`src/rtl/rst_wr_rd_sequencer_pkg.sv`:
```
`default_nettype none
// ============================================================================
// Module   : rst_wr_rd_seq_pkg
// Purpose  : Shared types and constants for the reset/write/read sequencer.
//            Holds the FSM state encoding, the default parameter values and
//            the phase-counter width helper.
// Revision : 1.0 - initial release
// ============================================================================
package rst_wr_rd_seq_pkg;

  typedef enum logic [1:0] {
    IDLE   = 2'd0,
    RST_PH = 2'd1,
    WIN    = 2'd2,
    FIN    = 2'd3
  } seq_state_e;

  localparam int          c_DEF_RST_CYCLES = 2;
  localparam int          c_DEF_WINDOW     = 10;
  localparam int          c_DEF_WR_OFFSET  = 3;
  localparam int          c_DEF_RD_OFFSET  = 7;
  localparam int          c_DEF_ADDR_W     = 4;
  localparam int          c_DEF_DATA_W     = 8;
  localparam logic [7:0]  c_DEF_DATA_SEED  = 8'hA5;

  // Width able to hold the larger of the two phase lengths as a value.
  function automatic int cnt_width(input int a, input int b);
    return $clog2(((a > b) ? a : b) + 1);
  endfunction

  localparam int CNT_W = cnt_width(c_DEF_RST_CYCLES, c_DEF_WINDOW);

endpackage
`default_nettype wire

```
`src/rtl/rst_wr_rd_sequencer_if.sv`:
```
`default_nettype none
// ============================================================================
// Module   : rst_wr_rd_sequencer_if
// Purpose  : Bundle of the controller handshake and DUT pin signals.
//   start/bursts       : controller -> sequencer
//   busy/done/burst_idx: sequencer -> controller
//   dut_rst/wr/rd/addr/wdata : sequencer -> DUT under stimulus
//   master modport = sequencer side, slave modport = controller side.
// Revision : 1.0 - initial release
// ============================================================================
interface rst_wr_rd_sequencer_if #(
  parameter int ADDR_W = 4,
  parameter int DATA_W = 8
);
  logic              start;
  logic [7:0]        bursts;
  logic              busy;
  logic              done;
  logic [7:0]        burst_idx;
  logic              dut_rst;
  logic              dut_wr;
  logic              dut_rd;
  logic [ADDR_W-1:0] dut_addr;
  logic [DATA_W-1:0] dut_wdata;

  modport master (
    input  start, bursts,
    output busy, done, burst_idx, dut_rst, dut_wr, dut_rd, dut_addr, dut_wdata
  );

  modport slave (
    output start, bursts,
    input  busy, done, burst_idx, dut_rst, dut_wr, dut_rd, dut_addr, dut_wdata
  );
endinterface
`default_nettype wire

```
`src/rtl/rst_wr_rd_sequencer_seq_phase_counter.sv`:
```
`default_nettype none
// ============================================================================
// Module   : seq_phase_counter
// Purpose  : Clearable up-counter that wraps to 0 on a terminal count of
//            i_limit-1. Exposes its next value so the owner can register
//            outputs that line up with the counter register.
// Ports    : clk, rst      - clock / synchronous active-high reset
//            i_clr         - force count to 0 (priority over i_en)
//            i_en          - advance the count
//            i_limit       - run-time phase length (>= 1)
//            o_cnt_nxt     - value the counter will hold after this edge
//            o_tc          - current count is the last of the phase
// Revision : 1.0 - initial release
// ============================================================================
module seq_phase_counter #(
  parameter int CNT_W = 4
) (
  input  wire logic             clk,
  input  wire logic             rst,
  input  wire logic             i_clr,
  input  wire logic             i_en,
  input  wire logic [CNT_W-1:0] i_limit,
  output logic      [CNT_W-1:0] o_cnt_nxt,
  output logic                  o_tc
);
  logic [CNT_W-1:0] r_cnt;
  logic [CNT_W-1:0] w_cnt_nxt;
  logic             w_tc;

  assign w_tc = (r_cnt == (i_limit - CNT_W'(1)));

  always_comb begin
    w_cnt_nxt = r_cnt;
    if (i_clr) begin
      w_cnt_nxt = '0;
    end else if (i_en) begin
      w_cnt_nxt = w_tc ? '0 : (r_cnt + CNT_W'(1));
    end
  end

  always_ff @(posedge clk) begin
    if (rst) begin
      r_cnt <= '0;
    end else begin
      r_cnt <= w_cnt_nxt;
    end
  end

  assign o_cnt_nxt = w_cnt_nxt;
  assign o_tc      = w_tc;
endmodule
`default_nettype wire

```
`src/rtl/rst_wr_rd_sequencer.sv`:
```
`default_nettype none
// ============================================================================
// Module   : rst_wr_rd_sequencer
// Purpose  : Per burst, holds dut_rst high for RST_CYCLES clocks, then opens
//            a WINDOW-clock access phase with one write strobe at WR_OFFSET
//            and one read strobe at RD_OFFSET. Repeats for the latched burst
//            count and ends with a one-cycle done pulse.
// Ports    : clk, rst  - clock / synchronous active-high reset
//            seq_bus   - master side of rst_wr_rd_sequencer_if
// Revision : 1.0 - initial release
// ============================================================================
module rst_wr_rd_sequencer
  import rst_wr_rd_seq_pkg::*;
#(
  parameter int                RST_CYCLES = c_DEF_RST_CYCLES,
  parameter int                WINDOW     = c_DEF_WINDOW,
  parameter int                WR_OFFSET  = c_DEF_WR_OFFSET,
  parameter int                RD_OFFSET  = c_DEF_RD_OFFSET,
  parameter int                ADDR_W     = c_DEF_ADDR_W,
  parameter int                DATA_W     = c_DEF_DATA_W,
  parameter logic [DATA_W-1:0] DATA_SEED  = DATA_W'(c_DEF_DATA_SEED)
) (
  input wire logic              clk,
  input wire logic              rst,
  rst_wr_rd_sequencer_if.master seq_bus
);
  localparam int               c_CNT_W   = cnt_width(RST_CYCLES, WINDOW);
  localparam logic [c_CNT_W-1:0] c_RST_LIM = c_CNT_W'(RST_CYCLES);
  localparam logic [c_CNT_W-1:0] c_WIN_LIM = c_CNT_W'(WINDOW);
  localparam logic [c_CNT_W-1:0] c_WR_OFF  = c_CNT_W'(WR_OFFSET);
  localparam logic [c_CNT_W-1:0] c_RD_OFF  = c_CNT_W'(RD_OFFSET);

  if (RST_CYCLES < 1) begin : g_chk_rst_cycles
    $fatal(1, "rst_wr_rd_sequencer: RST_CYCLES must be >= 1");
  end
  if (WINDOW < 1) begin : g_chk_window
    $fatal(1, "rst_wr_rd_sequencer: WINDOW must be >= 1");
  end
  if (WR_OFFSET >= WINDOW) begin : g_chk_wr_offset
    $fatal(1, "rst_wr_rd_sequencer: WR_OFFSET must be < WINDOW");
  end
  if (RD_OFFSET >= WINDOW) begin : g_chk_rd_offset
    $fatal(1, "rst_wr_rd_sequencer: RD_OFFSET must be < WINDOW");
  end

  seq_state_e         r_state, w_state_nxt;
  logic [7:0]         r_bursts, w_bursts_nxt;
  logic [7:0]         r_idx, w_idx_nxt;
  logic               w_cnt_en, w_cnt_clr, w_tc;
  logic [c_CNT_W-1:0] w_limit, w_cnt_nxt;
  logic               w_last_burst;

  logic               w_busy_nxt, w_done_nxt, w_drst_nxt, w_wr_nxt, w_rd_nxt;
  logic [ADDR_W-1:0]  w_addr_nxt;
  logic [DATA_W-1:0]  w_wdata_nxt;
  logic               r_busy, r_done, r_drst, r_wr, r_rd;
  logic [7:0]         r_idx_o;
  logic [ADDR_W-1:0]  r_addr;
  logic [DATA_W-1:0]  r_wdata;

  // The counter only runs in the two timed phases; it idles at zero so a
  // freshly accepted sequence always starts its reset phase at count 0.
  assign w_cnt_en  = (r_state == RST_PH) || (r_state == WIN);
  assign w_cnt_clr = !w_cnt_en;
  assign w_limit   = (r_state == RST_PH) ? c_RST_LIM : c_WIN_LIM;

  seq_phase_counter #(.CNT_W(c_CNT_W)) u_phase_cnt (
    .clk       (clk),
    .rst       (rst),
    .i_clr     (w_cnt_clr),
    .i_en      (w_cnt_en),
    .i_limit   (w_limit),
    .o_cnt_nxt (w_cnt_nxt),
    .o_tc      (w_tc)
  );

  assign w_last_burst = (r_idx == (r_bursts - 8'd1));

  // State register
  always_ff @(posedge clk) begin
    if (rst) begin
      r_state  <= IDLE;
      r_bursts <= '0;
      r_idx    <= '0;
    end else begin
      r_state  <= w_state_nxt;
      r_bursts <= w_bursts_nxt;
      r_idx    <= w_idx_nxt;
    end
  end

  // Next-state logic
  always_comb begin
    w_state_nxt  = r_state;
    w_bursts_nxt = r_bursts;
    w_idx_nxt    = r_idx;
    unique case (r_state)
      IDLE: begin
        w_idx_nxt = '0;
        if (seq_bus.start) begin
          w_bursts_nxt = seq_bus.bursts;
          w_state_nxt  = (seq_bus.bursts != 8'd0) ? RST_PH : FIN;
        end
      end
      RST_PH: begin
        if (w_tc) w_state_nxt = WIN;
      end
      WIN: begin
        if (w_tc) begin
          if (w_last_burst) begin
            w_state_nxt = FIN;
          end else begin
            w_idx_nxt   = r_idx + 8'd1;
            w_state_nxt = RST_PH;
          end
        end
      end
      FIN: begin
        w_state_nxt  = IDLE;
        w_idx_nxt    = '0;
        w_bursts_nxt = '0;
      end
      default: w_state_nxt = IDLE;
    endcase
  end

  // Output logic: decoded from the next state/count so every output is a
  // flop aligned with the state register rather than a decode of it.
  always_comb begin
    w_busy_nxt  = (w_state_nxt != IDLE);
    w_done_nxt  = (w_state_nxt == FIN);
    w_drst_nxt  = (w_state_nxt == RST_PH);
    w_wr_nxt    = (w_state_nxt == WIN) && (w_cnt_nxt == c_WR_OFF);
    w_rd_nxt    = (w_state_nxt == WIN) && (w_cnt_nxt == c_RD_OFF);
    w_addr_nxt  = (w_wr_nxt || w_rd_nxt) ? ADDR_W'(w_idx_nxt) : '0;
    w_wdata_nxt = w_wr_nxt ? (DATA_SEED + DATA_W'(w_idx_nxt)) : '0;
  end

  always_ff @(posedge clk) begin
    if (rst) begin
      r_busy  <= 1'b0;
      r_done  <= 1'b0;
      r_drst  <= 1'b0;
      r_wr    <= 1'b0;
      r_rd    <= 1'b0;
      r_idx_o <= '0;
      r_addr  <= '0;
      r_wdata <= '0;
    end else begin
      r_busy  <= w_busy_nxt;
      r_done  <= w_done_nxt;
      r_drst  <= w_drst_nxt;
      r_wr    <= w_wr_nxt;
      r_rd    <= w_rd_nxt;
      r_idx_o <= w_idx_nxt;
      r_addr  <= w_addr_nxt;
      r_wdata <= w_wdata_nxt;
    end
  end

  assign seq_bus.busy      = r_busy;
  assign seq_bus.done      = r_done;
  assign seq_bus.burst_idx = r_idx_o;
  assign seq_bus.dut_rst   = r_drst;
  assign seq_bus.dut_wr    = r_wr;
  assign seq_bus.dut_rd    = r_rd;
  assign seq_bus.dut_addr  = r_addr;
  assign seq_bus.dut_wdata = r_wdata;
endmodule
`default_nettype wire

```
`src/flat_wrapper.sv`:
```
// flat-port wrapper written by rule: the top's interface ports become plain ports
module rst_wr_rd_sequencer_flat import rst_wr_rd_seq_pkg::*;
#(
  parameter int                RST_CYCLES = c_DEF_RST_CYCLES,
  parameter int                WINDOW     = c_DEF_WINDOW,
  parameter int                WR_OFFSET  = c_DEF_WR_OFFSET,
  parameter int                RD_OFFSET  = c_DEF_RD_OFFSET,
  parameter int                ADDR_W     = c_DEF_ADDR_W,
  parameter int                DATA_W     = c_DEF_DATA_W,
  parameter logic [DATA_W-1:0] DATA_SEED  = DATA_W'(c_DEF_DATA_SEED)
)
  (clk, rst, seq_bus_start, seq_bus_bursts, seq_bus_busy, seq_bus_done, seq_bus_burst_idx, seq_bus_dut_rst, seq_bus_dut_wr, seq_bus_dut_rd, seq_bus_dut_addr, seq_bus_dut_wdata);
  rst_wr_rd_sequencer_if #(.ADDR_W(ADDR_W), .DATA_W(DATA_W)) seq_bus_i ();
  input wire logic clk;
  input wire logic rst;
  input wire logic [$bits(seq_bus_i.start)-1:0] seq_bus_start;
  input wire logic [$bits(seq_bus_i.bursts)-1:0] seq_bus_bursts;
  output wire logic [$bits(seq_bus_i.busy)-1:0] seq_bus_busy;
  output wire logic [$bits(seq_bus_i.done)-1:0] seq_bus_done;
  output wire logic [$bits(seq_bus_i.burst_idx)-1:0] seq_bus_burst_idx;
  output wire logic [$bits(seq_bus_i.dut_rst)-1:0] seq_bus_dut_rst;
  output wire logic [$bits(seq_bus_i.dut_wr)-1:0] seq_bus_dut_wr;
  output wire logic [$bits(seq_bus_i.dut_rd)-1:0] seq_bus_dut_rd;
  output wire logic [$bits(seq_bus_i.dut_addr)-1:0] seq_bus_dut_addr;
  output wire logic [$bits(seq_bus_i.dut_wdata)-1:0] seq_bus_dut_wdata;
  assign seq_bus_i.start = seq_bus_start;
  assign seq_bus_i.bursts = seq_bus_bursts;
  assign seq_bus_busy = seq_bus_i.busy;
  assign seq_bus_done = seq_bus_i.done;
  assign seq_bus_burst_idx = seq_bus_i.burst_idx;
  assign seq_bus_dut_rst = seq_bus_i.dut_rst;
  assign seq_bus_dut_wr = seq_bus_i.dut_wr;
  assign seq_bus_dut_rd = seq_bus_i.dut_rd;
  assign seq_bus_dut_addr = seq_bus_i.dut_addr;
  assign seq_bus_dut_wdata = seq_bus_i.dut_wdata;
  rst_wr_rd_sequencer #(.RST_CYCLES(RST_CYCLES), .WINDOW(WINDOW), .WR_OFFSET(WR_OFFSET), .RD_OFFSET(RD_OFFSET), .ADDR_W(ADDR_W), .DATA_W(DATA_W), .DATA_SEED(DATA_SEED)) u_core (.clk(clk), .rst(rst), .seq_bus(seq_bus_i));
endmodule
```
`config.mk`:
```
export PLATFORM = sky130hd
export DESIGN_NAME = rst_wr_rd_sequencer_flat
export DESIGN_NICKNAME = d
export VERILOG_FILES = /design/src/rtl/rst_wr_rd_sequencer_pkg.sv /design/src/rtl/rst_wr_rd_sequencer_if.sv /design/src/rtl/rst_wr_rd_sequencer_seq_phase_counter.sv /design/src/rtl/rst_wr_rd_sequencer.sv /design/src/flat_wrapper.sv
export SDC_FILE = /design/constraint.sdc
export NUM_CORES = 1
export LEC_CHECK = 0
export BUFFER_PORTS_ARGS = -buffer_cell sky130_fd_sc_hd__buf_2
export CAP_MARGIN = 5
export CORE_UTILIZATION = 30
export CTS_CLUSTER_SIZE = 12
export DETAILED_ROUTE_END_ITERATION = 10
export SETUP_SLACK_MARGIN = 0.2
export SYNTH_ARGS = -nofsm -noshare
export SYNTH_HDL_FRONTEND = slang
export SYNTH_SLANG_ARGS = --single-unit
```
`constraint.sdc`:
```
create_clock -name clk -period 4.6 [get_ports clk]
set_clock_uncertainty 0.2 [all_clocks]
set_input_delay 0.92 -clock clk [delete_from_list [all_inputs] [get_ports clk]]
set_output_delay 0.92 -clock clk [all_outputs]
set_load 0.02 [all_outputs]
```
# Word-level counts from Yosys, hierarchy flattened
# Cells that the tools add are included.
# classes
addsub	5
n_bitwise	2
muxes	14
reduce_logical	12
eq_ne	11
# ops
op	n
case mux 8 bit (2 select lines)	2
two-way mux 8 bit	3
two-way mux 4 bit	3
two-way mux 2 bit	5
adder 8 x 1 -> 8 bit, second input constant	1
adder 8 bit, first input constant	1
== test 2 bit, second input constant	4
== test 8 bit	1
case mux 2 bit (4 select lines)	1
nonzero test 8 bit	1
subtractor 8 x 1 -> 8 bit, second input constant	1
OR reduction 2 bit	3
adder 4 x 1 -> 4 bit, second input constant	1
== test 2 x 1 -> 1 bit, second input constant	2
== test 4 x 2 -> 1 bit, second input constant	1
== test 4 x 3 -> 1 bit, second input constant	1
== test 4 bit	1
nonzero test 2 bit	2
subtractor 4 x 1 -> 4 bit, second input constant	1
logical AND 1 bit	2
zero test 2 bit	1
logical OR 1 bit	2
inequality test 2 bit, second input constant	1
NOT 1 bit	2
AND reduction 2 bit	1
# word_totals
elab_cells	55
out_inout_bits	25
ff_bits	39
in_bits	11

# Logic depth before layout (Yosys ltp)
# depth
word_depth	11
mapped_depth	18
depth_no_buf	16

# By module
# A second synthesis with hierarchy kept.
# unflattened
hier_cells	260
area_unflattened_um2	2217.1
# modules_own_cells
mod	seq_area_each_um2	cells_each	n_inst	area_each_um2
rst_wr_rd_sequencer	700.7	223	1	1884.3
seq_phase_counter	80.1	37	1	332.8

# Worst setup path after synthesis
# No wires, ideal clock.
# synth_path
kind	reg2reg
start	register u_core.r_bursts[0]
end	register u_core.r_wdata[6], in the netlist u_core.seq_bus.dut_wdata[6]
period_less_slack_ps	3244
arrival_ps	2929
path_stages_with_launch	17
path_slack_ps	1356
n_path_buf	2
setup_ps	114
required_time_ps	4286
cell_sequence	dfxtp_1 clkbuf_1 inv_1 ha_1 clkbuf_2 o21ba_2 a221oi_1 a41oi_1 a211oi_4 nor2_1 xnor2_1 nor2_1 ha_1 a311oi_1 o21ai_0 xor2_1 nor2_1
# synth_between
elab_cells_between_ends	13
cone_classes	add/sub: 2; eq/ne: 2; mux: 6; bitwise: 1; reduce/logical: 2
# synth_rtl
element	line	source
start, declared	rst_wr_rd_sequencer.sv:47	logic [7:0] r_bursts, w_bursts_nxt;
start signal, assigned	rst_wr_rd_sequencer.sv:87	r_bursts <= w_bursts_nxt;
subtractor 8 x 1 -> 8 bit	rst_wr_rd_sequencer.sv:77	assign w_last_burst = (r_idx == (r_bursts - 8'd1));
== test 8 bit	rst_wr_rd_sequencer.sv:77	
two-way mux 8 bit	rst_wr_rd_sequencer.sv:110	if (w_last_burst) begin
two-way mux 8 bit	rst_wr_rd_sequencer.sv:109	if (w_tc) begin
case mux 8 bit (2 select lines)	rst_wr_rd_sequencer.sv:97	unique case (r_state)
named net u_core.w_idx_nxt[0]	rst_wr_rd_sequencer.sv:48	logic [7:0] r_idx, w_idx_nxt;
adder 8 bit	rst_wr_rd_sequencer.sv:136	w_wdata_nxt = w_wr_nxt ? (DATA_SEED + DATA_W'(w_idx_nxt)) : '0;
end signal, assigned	rst_wr_rd_sequencer.sv:157	r_wdata <= w_wdata_nxt;
end, declared	rst_wr_rd_sequencer.sv:59	logic [DATA_W-1:0] r_wdata;
# The timed path passes the listed nets, and every way through them passes these cells.
# A chain may end at the register's enable or synchronous reset.

# Final worst setup path
# Same ends and word-level chain as after synthesis.

==> out/summary.txt <==
Status - finished, violations left
Initial Util - 31.6%
RR Endpoint - u_core.seq_bus.dut_wdata[6]
First-pass GRT wire length - 7310 um
Critical path class - register to register
Delay of the slowest critical-path stage - 0.51 ns
Routed wl met3 - 206 um
DRT antenna net count - 0
Register area - 781 um^2
Initial antenna violation count - 0
Net count, final - 282
Critical-path cell list - inv_1 > ha_1 > o21ba_2 > a221oi_1 > a41oi_1 > a211oi_4 > nor2_1 > xnor2_1 > nor2_1 > ha_1 > a311oi_1 > o21ai_0 > xor2_1 > nor2_1
FF-to-FF path depth - 14
H-tree depth - 2
Number of buffers added on ports - 35
Max-Slew Margin vs Limit - 45.0%
Gr ovfl total - 0
Detailed-placement wirelength estimate - 3210 um
CP endpoint - u_core.seq_bus.dut_wdata[6]
Area growth syn-to-layout - 14.5%
# setup viols final - 0
Final GP Congestion - 0.772
Total negative slack - 0 ns
Primary FF master, synth - dfxtp_1
Pre-antenna DRT Iters - 7
Nature of the critical path endpoint - register
TritonCTS clock tree - yes
Area of the multi-input gates - 1140 um^2
Static leakage - 1.01 nW
Post-DP Area - 2230 um^2
Synth Net Count - 251
Fin area - 2320 um^2
Crit path depth - 14
Pin count of the biggest net entering global routing - 20
Synth Register Bits - 39
Vias in the first global route - 1628
Synth warnings - 0
Post-synthesis cell count - 231
Post-DR vias/cell - 4.91
Critical R2R Launch - u_core.r_bursts[0]
Tightest Pin Transition - 0.822 ns
Post-synthesis compound-gate area fraction - 16.5%
Cts repair resizes - 0
Core ar. - 6420 um^2
Violations in the final reports - DRC
Die height - 84.2 um
Inserted Diodes - 0
Clock latency on the worst-skew pair - 0.28 ns
Sink Count - 39
DRC - 4
# Post-CTS Setup Buffers - 0
Power density over the cells - 308 nW/um^2
Proportion of synthesized area in mux cells - 0%
FILL cells - 638
Metal1 wirelength - 2010 um
Synth Area in Simple Gates - 25.0%
Hold_buf cts - 0
Worst Hold Class - register to register
IO Pins - 36
Final Max Tran Viols - 0
Worst-path clk slew - 0.07 ns
Register area share after synthesis - 38.5%
Syn Area/Cell - 8.78 um^2
Synth cell types - 54
Clock buffer depth - 2
Worst vdd ir - 0.000128 V
Mapped cell area - 2030 um^2
Fmax - 0.263 GHz
Synth top area share - 38.5%
CP Buf/Inv Count - 1
Unrepaired setup endpoints after global routing - no
Maxcap violations - 0
CP Max Fanout - 13
Via count - 1665
Largest cells by area after synthesis - dfxtp_1 38%, nor2_1 7.0%, ha_1 5.6%
CP required - 4.56 ns
Most frequent CP cell - nor2_1
FFs w/ async S/R, synth - 0%
DR iter-0 viols - 86
Root Driver - clkbuf_8
Total Routed Length - 4250 um
CP Launch Point - u_core.r_bursts[0]
Die Wd - 84.2 um
CP startpoint kind - register
Final Hold Vio Count - 0
Routed length per placed instance - 12.5 um
Min cycle time layout - 3.81 ns
Top Layer Used - met4
Gr usage total - 12.7%
Period Utilization, post-route - 82.7%
XOR/XNOR share of the synthesized area - 9.07%
Number of synthesized flops with an enable pin - 0
Synthesized-area fraction occupied by adder cells - 5.55%
Largest family of logic cells by synthesized area - simple AND/OR/NAND/NOR gates
Delay-heaviest family, CP - compound AO/OA/AOI/OAI gates
FP Rows - 29
Met2 wire len - 1980 um
Reg2Reg Setup Slack - 0.79 ns
Proportion of layout cells with a drive suffix above 1 - 22.9%
Num CTS Buffers - 5
Die area - 7090 um^2
Synth area leader - dfxtp_1
Worst Path Arrival - 3.77 ns
Slowest CP cell - a211oi_4
## final cells by class
type | instances | area share [%]
timing repair buffer | 35 | 7.54
clock buffer | 6 | 3.56
sequential | 39 | 33.6
tap | 77 | 4.15
clock inverter | 1 | 0.216
multi-input combinational | 169 | 49.0
inverter | 12 | 1.94
## through the flow
step           setup WS [ns]  hold slack (ns)  instances  power (W)  utilization [%]
4_1_cts                0.804            0.296        339   0.000726             36.2
6_report               0.794            0.297        339   0.000715             36.2
5_1_grt                0.463            0.355        339   0.000757             36.2
3_3_place_gp           0.957            0.268        332   0.000495             34.8
3_5_place_dp           0.817            0.278        332   0.000496             34.8
2_1_floorplan           1.36            0.245        231   0.000469                -
## registers in the layout, summed over array words and instances (netlist names)
| register | flops |
|---|---|
| u_core.seq_bus.dut_addr | 4 |
| u_core.seq_bus.busy | 1 |
| u_core.seq_bus.burst_idx | 8 |
| u_core.seq_bus.dut_wr | 1 |
| u_core.r_bursts | 8 |
| u_core.seq_bus.dut_rd | 1 |
| u_core.u_phase_cnt.r_cnt | 4 |
| u_core.seq_bus.done | 1 |
| u_core.r_state | 2 |
| u_core.seq_bus.dut_wdata | 8 |
| u_core.seq_bus.dut_rst | 1 |
## logic make-up (layout without fill, tap and decap cells)
kind of cell	after synthesis	in the layout
and+or+nand+nor	97	97
adders and majority gates	9	9
DFF	39	39
AOI/OAI and AO/OA	42	42
buffers and inverters	23	54
xor gates and xnor gates	21	21
## synthesized netlist by cell type (all sizes together) (2+ instances only)
library cell and count:
buf 3, clkbuf 8, or2 4, a211oi 5
nor2b 2, o31a 3, nand3 6, dfxtp 39
nor4bb 2, o21bai 2, o21ai 9, nand4 2
inv 12, nor3 12, ha 9, nand2b 4
nor2 38, nand2 14, xnor2 10, xor2 11
nand3b 2, a22oi 8, a21oi 3, nor4 5
## worst min path at each step
stage / start / to / slack (ns) / cells past startpoint
finish: u_core.u_phase_cnt.r_cnt[0] / u_core.u_phase_cnt.r_cnt[0] / 0.30 / 1
global route: u_core.u_phase_cnt.r_cnt[0] / u_core.u_phase_cnt.r_cnt[0] / 0.36 / 1
CTS: u_core.u_phase_cnt.r_cnt[0] / u_core.u_phase_cnt.r_cnt[0] / 0.30 / 1
detailed placement: u_core.u_phase_cnt.r_cnt[0] / u_core.u_phase_cnt.r_cnt[0] / 0.28 / 1
global placement: u_core.u_phase_cnt.r_cnt[0] / u_core.u_phase_cnt.r_cnt[0] / 0.27 / 1
floorplan: u_core.u_phase_cnt.r_cnt[0] / u_core.u_phase_cnt.r_cnt[0] / 0.24 / 1
## where the power goes
part	switching, W	internal [W]	total, W
registers	0.0000151	0.000351	0.000366
clock network	0.000109	0.000118	0.000227
logic	0.0000726	0.0000497	0.000122
## cell usage in the layout (no fill, tap or decap), types with 4 or more instances in the layout
cell type and n:
a22oi_1 8, buf_2 35, clkbuf_8 6, dfxtp_1 39, ha_1 9, inv_1 10, nand2_1 13, nand3_1 6
nor2_1 38, nor3_1 12, nor4_1 4, o21ai_0 5, xnor2_1 10, xor2_1 11
## routing by layer
layer	vias up	GRT usage (%)
met2	27	21.0
met5	-	0
met1	766	16.3
met3	5	3.34
li1	867	-
met4	0	4.08
(Power assumes the default switching activity.)
